### src/rtl/muxn_stream.sv
// muxn_stream: registered N-input stream multiplexer with valid/ready handshaking.
// Picks one of NUM_INPUTS producer channels, either by an explicit select or by
// round-robin arbitration, and forwards its word through a single output register.
//
// Ports:
//   clk      rising-edge clock
//   rst_n    asynchronous active-low reset
//   s        channel select (explicit mode only)
//   d        packed channel data, channel i at [i*(WIREWIDTH+1) +: WIREWIDTH+1]
//   d_valid  per-channel valid
//   d_ready  per-channel ready (combinational, at most one bit set)
//   o        registered output data
//   o_valid  output valid
//   o_ready  consumer ready
//   o_src    channel index that produced the current o
module muxn_stream #(
  parameter int unsigned WIREWIDTH   = 1,
  parameter int unsigned NUM_INPUTS  = 4,
  parameter int unsigned SELW        = 2,
  parameter int unsigned ROUND_ROBIN = 0
) (
  input  logic                                clk,
  input  logic                                rst_n,
  input  logic [SELW-1:0]                     s,
  input  logic [NUM_INPUTS*(WIREWIDTH+1)-1:0] d,
  input  logic [NUM_INPUTS-1:0]               d_valid,
  output logic [NUM_INPUTS-1:0]               d_ready,
  output logic [WIREWIDTH:0]                  o,
  output logic                                o_valid,
  input  logic                                o_ready,
  output logic [SELW-1:0]                     o_src
);

  localparam int unsigned DW = WIREWIDTH + 1;

  logic [DW-1:0]         data_q;
  logic                  valid_q;
  logic [SELW-1:0]       src_q;
  logic [SELW-1:0]       ptr_q;
  logic [SELW-1:0]       ptr_d;

  logic [SELW-1:0]       gnt;
  logic                  gnt_ok;
  logic                  free;
  logic                  load;
  logic [DW-1:0]         data_sel;
  logic [NUM_INPUTS-1:0] dv_rot;
  int unsigned           rr_idx;

  assign free = !valid_q || o_ready;
  // Gating with rst_n keeps every d_ready low while reset is held; the first
  // edge after release may already load.
  assign load = rst_n && gnt_ok && free;

  // Grant selection
  always_comb begin
    gnt    = '0;
    gnt_ok = 1'b0;
    rr_idx = 0;
    dv_rot = NUM_INPUTS'({d_valid, d_valid} >> ptr_q);
    if (ROUND_ROBIN != 0) begin
      // dv_rot[k] is the valid of channel (ptr + k) mod NUM_INPUTS; first hit wins.
      for (int k = 0; k < NUM_INPUTS; k++) begin
        if (!gnt_ok && dv_rot[k]) begin
          gnt_ok = 1'b1;
          rr_idx = 32'(ptr_q) + 32'(k);
          if (rr_idx >= NUM_INPUTS) begin
            rr_idx = rr_idx - NUM_INPUTS;
          end
          gnt = SELW'(rr_idx);
        end
      end
    end else begin
      gnt = s;
      // An out-of-range select matches no channel and so never grants.
      for (int i = 0; i < NUM_INPUTS; i++) begin
        if (s == SELW'(i)) begin
          gnt_ok = d_valid[i];
        end
      end
    end
  end

  // Data mux and per-channel ready
  always_comb begin
    data_sel = '0;
    d_ready  = '0;
    for (int i = 0; i < NUM_INPUTS; i++) begin
      if (gnt == SELW'(i)) begin
        data_sel   = d[i*DW +: DW];
        d_ready[i] = load;
      end
    end
  end

  always_comb begin
    ptr_d = ptr_q;
    if (load && (ROUND_ROBIN != 0)) begin
      ptr_d = (gnt == SELW'(NUM_INPUTS - 1)) ? '0 : gnt + 1'b1;
    end
  end

  always_ff @(posedge clk or negedge rst_n) begin
    if (!rst_n) begin
      data_q  <= '0;
      valid_q <= 1'b0;
      src_q   <= '0;
      ptr_q   <= '0;
    end else begin
      ptr_q <= ptr_d;
      if (load) begin
        data_q  <= data_sel;
        src_q   <= gnt;
        valid_q <= 1'b1;
      end else if (valid_q && o_ready) begin
        valid_q <= 1'b0;
      end
    end
  end

  assign o       = data_q;
  assign o_valid = valid_q;
  assign o_src   = src_q;

endmodule
### config.mk
export PLATFORM = sky130hd
export DESIGN_NAME = muxn_stream
export DESIGN_NICKNAME = d
export VERILOG_FILES = /design/src/rtl/muxn_stream.sv
export SDC_FILE = /design/constraint.sdc
export NUM_CORES = 1
export LEC_CHECK = 0
export BUFFER_PORTS_ARGS = -buffer_cell sky130_fd_sc_hd__buf_2
export CORE_MARGIN = 2
export CORE_UTILIZATION = 25
export CTS_CLUSTER_SIZE = 40
export DETAILED_ROUTE_END_ITERATION = 16
export GPL_ROUTABILITY_DRIVEN = 0
export MAX_ROUTING_LAYER = met4
export SETUP_SLACK_MARGIN = 0.3
export SLEW_MARGIN = 20
export SYNTH_ARGS = -nofsm -noshare
export SYNTH_HDL_FRONTEND = slang
export SYNTH_SLANG_ARGS = --single-unit
### constraint.sdc
create_clock -name clk -period 1.4 [get_ports clk]
set_input_delay 0.07 -clock clk [delete_from_list [all_inputs] [get_ports clk]]
set_output_delay 0.07 -clock clk [all_outputs]
set_load 0.02 [all_outputs]
==> results.sh, run 1 <==
export IMPL_synth_cell_type_count=15
export IMPL_synth_avg_cell_area_um2=12.0
export IMPL_die_x_um=41.3
export IMPL_p_comb_share_pct=37.5
export IMPL_final_util_pct=46.1
export IMPL_critPathKind="reg2out"
export IMPL_antenna_found_initial=0
export IMPL_cts_buffers=3
export IMPL_dp_hpwl_um=679
export IMPL_port_buffers=25
export IMPL_start_util_pct=26.7
export IMPL_drt_iter0_drc=2
export IMPL_rrSetupSlack_ns=0.21
export IMPL_grt_ovfl_total=0
export IMPL_diodes=0
export IMPL_tightest_slew_ns=0.231
export IMPL_p_clk_share_pct=28.3
export IMPL_ir_drop_uv=329
export IMPL_synth_area_leaders="dfrtp_1, mux4_2, mux2_1"
export IMPL_vias=371
export IMPL_wl_per_cell_um=11.1
export IMPL_finalCritPeriodShare_pct=90.0
export IMPL_clk_pin_slew_ns=0.04
export IMPL_clock_latency_ns=0.23
export IMPL_hold_path_class="in2reg"
export IMPL_yosysWarnings=0
export IMPL_cellInternalPower_uw=388
export IMPL_critPathLaunchType="flip-flop"
export IMPL_leakage_nw=0.290
export IMPL_hold_viol_final=0
export IMPL_tritoncts="done"
export IMPL_yosysTopAreaCell="dfrtp_1"
export IMPL_root_buffer="clkbuf_4"
export IMPL_relSlewSlack_pct=84.5
export IMPL_whs_ns=0.168
export IMPL_ant_nets=0
export IMPL_fillCellCount=134
export IMPL_rsz0062_at_grt="true"
export IMPL_power_frac_seq_pct=34.3
export IMPL_power_switching_share_pct=31.7
export IMPL_grt_max_degree=8
export IMPL_fp_dieArea_mm2=0.00171
export IMPL_synth_top_cell_area_share_pct=36.0
export IMPL_critPathArrivalTime_ns=1.19
export IMPL_setup_slack_ns=0.141
export IMPL_crit_path_end_kind="primary output"
export IMPL_io_pins=26
export IMPL_die_height_um=41.3
export IMPL_final_max_slew_violation_count=0
export IMPL_fin_setup_tns_ns=0
export IMPL_route_detailed_drc=0
export IMPL_cp_max_fo=4
export IMPL_std_cell_rows=13
export IMPL_core_mm2=0.00130
export IMPL_first_pass_iters=2
export IMPL_fmaxAchievable_mhz=794
export IMPL_drive_gt1_share_pct=72.1
export IMPL_finalPower_uw=569
export IMPL_syn_inst=29
export IMPL_cts_sinks=5
export IMPL_powerDensity_mw_per_mm2=949
export IMPL_final_common_cell="buf_2"
export IMPL_netlist_area_um2=348
export IMPL_synth_net_count=46
export IMPL_final_cell_mix="buf_2, buf_4, nand2_1, dfrtp_1"
export IMPL_avgViaCountPerCell=4.88
export IMPL_areaGrowthSynthToFinish_pct=72.3
export IMPL_cts_path_max_buffers=2
export IMPL_grt_pass1_wl_mm=1.43
export IMPL_post_place_ws_ns=0.128
export IMPL_htreeDepth=1
export IMPL_fin_skew_ns=0.000976
export IMPL_setup_viol=0
export IMPL_routed_wl_um=841
export IMPL_grt_pass1_vias=345
export IMPL_seq_area_frac_synth_pct=36.0
export IMPL_finalCriticalPeriod_ns=1.26
export IMPL_power_switching_uw=180
export IMPL_track_usage_pct=13.1
export IMPL_synth_seq_cells=5
export IMPL_maxCapViolations=0
export IMPL_status="finished clean"
export IMPL_crit_required_ns=1.33
export IMPL_nets=79
[cell usage after synthesis]
cell type	number
nand3_1	2
nor3_1	1
nand3_2	1
nor4b_1	1
nand2_1	5
a31o_1	1
dfrtp_1	5
mux4_2	3
buf_6	1
nand2b_1	1
nor3b_1	1
a22o_1	1
mux2_1	4
nor2_1	1
mux2_2	1
[stage by stage]
step	std cells	area, um^2
2_1_floorplan	29	393
3_3_place_gp	70	532
3_5_place_dp	70	532
4_1_cts	76	596
5_1_grt	76	599
6_report	76	599
[power groups by stage]
stage	Clock, mW	Combinational (mW)	Sequential [mW]
floorplan	0	0.0828	0.235
global placement	0	0.195	0.196
detailed placement	0	0.197	0.197
CTS	0.169	0.209	0.195
global route	0.177	0.235	0.197
finish	0.161	0.213	0.195
[cell type report]
type                    count  area, um^2  area share, %
repair buffers             29         168           28.0
well taps                  15        18.8           3.13
clock buffers               4        26.3           4.38
multi-input cells          23         260           43.4
flip-flops and latches      5         126           21.1
[per-layer routing]
layer,up-vias,share of wire [%],GRT usage [%]
met5,-,0,-
met4,0,0,4.84
met3,0,6.4,1.60
met2,15,52,22.3
met1,178,42,15.9
li1,178,-,-
[state kept, by name, summed over array words and instances (netlist names)]
signal / flops
o_src: 2
o_valid: 1
o: 2
[final timing paths]
check                              from         end  cells after the start
max in group asynchronous         rst_n     o_valid                      2
worst max register to register  o_valid    o_src[0]                      4
min in group asynchronous         rst_n        o[0]                      2
worst max-delay path            o_valid  d_ready[0]                      4
worst min-delay path              rst_n     o_valid                      3
worst min register to register     o[1]        o[1]                      1
[critical path, cell delays in order, from the launching register on]
cell	delay [ns]
dfrtp_2	0.41
nand2b_4	0.10
nand2_4	0.07
nor4b_4	0.20
buf_4	0.17
[logic make-up (layout without fill, tap and decap cells)]
kind of cell | Yosys count | after routing | share of synthesized area, %
flops | 5 | 5 | 36.0
mux | 8 | 8 | 35.6
compound gates | 2 | 2 | 5.04
buf+inv | 1 | 33 | 3.24
simple gates | 13 | 13 | 20.1
[what timing repair did]
| item | CTS | global route |
|---|---|---|
| endpoints found under the hold margin | 5 | 0 |
| resized for setup | 6 | 1 |
| setup buffers | 1 | 0 |
| endpoints found under the setup margin | 4 | 7 |
| pin swaps | 4 | 0 |
| hold buffers | 1 | 0 |
Note: power is estimated with default switching activity, not from simulation.
==> run 2: changes to the inputs <==
- BUFFER_PORTS_ARGS: -buffer_cell sky130_fd_sc_hd__buf_2 -> unset
- CORE_MARGIN: 2 -> unset
- DONT_BUFFER_PORTS: unset -> 1
==> results.sh, run 2 (synthesized netlist as in run 1, its figures left out) <==
export IMPL_status="finished clean"
export IMPL_areaGrowthSynthToFinish_pct=47.5
export IMPL_post_place_ws_ns=0.236
export IMPL_critPathArrivalTime_ns=1.25
export IMPL_critPathKind="reg2out"
export IMPL_finalCritPeriodShare_pct=94.1
export IMPL_port_buffers=0
export IMPL_first_pass_iters=2
export IMPL_hold_path_class="in2reg"
export IMPL_tightest_slew_ns=0.377
export IMPL_grt_pass1_vias=324
export IMPL_diodes=0
export IMPL_grt_ovfl_total=0
export IMPL_cp_max_fo=4
export IMPL_finalPower_uw=520
export IMPL_finalCriticalPeriod_ns=1.32
export IMPL_die_height_um=39.3
export IMPL_setup_viol=0
export IMPL_fin_skew_ns=0.00275
export IMPL_leakage_nw=0.200
export IMPL_fp_dieArea_mm2=0.00154
export IMPL_clk_pin_slew_ns=0.04
export IMPL_grt_max_degree=11
export IMPL_dp_hpwl_um=599
export IMPL_dp_cells=43
export IMPL_critPathLaunchType="flip-flop"
export IMPL_final_cell_mix="nand2_1, dfrtp_1"
export IMPL_nets=56
export IMPL_core_mm2=0.00130
export IMPL_grt_pass1_wl_mm=1.36
export IMPL_htreeDepth=1
export IMPL_std_cell_rows=13
export IMPL_final_max_slew_violation_count=0
export IMPL_final_util_pct=39.4
export IMPL_path_buf_inv=0
export IMPL_placed_area_um2=392
export IMPL_io_pins=26
export IMPL_fmaxAchievable_mhz=759
export IMPL_die_x_um=39.3
export IMPL_root_buffer="clkbuf_4"
export IMPL_crit_required_ns=1.33
export IMPL_slowest_delay_ns=0.46
export IMPL_whs_ns=0.0383
export IMPL_fin_setup_tns_ns=0
export IMPL_fin_area_um2=513
export IMPL_powerDensity_mw_per_mm2=1010
export IMPL_maxCapViolations=0
export IMPL_cts_sinks=5
export IMPL_wl_per_cell_um=15.5
export IMPL_tritoncts="done"
export IMPL_rsz0062_at_grt="true"
export IMPL_antenna_found_initial=0
export IMPL_start_util_pct=26.7
export IMPL_route_detailed_drc=0
export IMPL_crit_chain="nand2b_4 > nand2_4 > nor4b_4"
export IMPL_cts_buffers=3
export IMPL_drive_gt1_share_pct=52.6
export IMPL_avgViaCountPerCell=5.51
export IMPL_hold_viol_final=0
export IMPL_drt_iter0_drc=11
export IMPL_routed_wl_um=820
export IMPL_ir_drop_uv=388
export IMPL_critPathTopFamily="simple AND/OR/NAND/NOR gates"
export IMPL_fin_cells=53
export IMPL_vias=292
export IMPL_track_usage_pct=14.1
export IMPL_setup_slack_ns=0.0821
export IMPL_clock_latency_ns=0.24
export IMPL_crit_path_top_delay_cell="dfrtp_2"
export IMPL_cts_path_max_buffers=2
export IMPL_crit_path_end_kind="primary output"
export IMPL_ant_nets=0
export IMPL_relSlewSlack_pct=74.7
-- run 2: power by group --
group | internal (mW) | total, mW | leakage [nW] | switching, mW
Clock | 0.107 | 0.159 | 0.0150 | 0.0518
Sequential | 0.177 | 0.242 | 0.0565 | 0.0655
Combinational | 0.0737 | 0.119 | 0.129 | 0.0449
-- run 2: cell type report --
cell class	count	area [um^2]
multi-input cells	23	289
clock buffers	4	26.3
flip-flops and latches	5	126
fillers	129	788
well taps	15	18.8
repair buffers	6	52.6
-- run 2: path summary, 6_finish.rpt --
path	start	endpoint	slack (ns)	cells past startpoint
min in group asynchronous	rst_n	o[1]	0.14	1
setup reg to reg	o_valid	o_src[0]	0.15	4
setup / recovery	o_valid	d_ready[0]	0.08	3
hold reg to reg	o[1]	o[1]	0.65	1
max in group asynchronous	rst_n	o_valid	1.03	1
hold / removal	rst_n	o_src[1]	0.04	2
-- run 2: metal layers --
layer / vias up / GRT usage [%] / wire length [um]
met1: 143 / 12.9 / 310
met2: 18 / 22.9 / 420
met3: 0 / 7.95 / 89
li1: 131 / - / -
met5: - / - / 0
met4: 0 / 7.76 / 0
-- run 2: what timing repair did --
| action | in CTS | in global routing |
|---|---|---|
| gates resized for setup | 6 | 2 |
| gates cloned | 0 | 0 |
| hold buffers | 3 | 0 |
| endpoints found under the setup margin | 7 | 8 |
| endpoints found under the hold margin | 8 | 0 |
| buffers inserted | 1 | 2 |
| pin swaps | 2 | 3 |
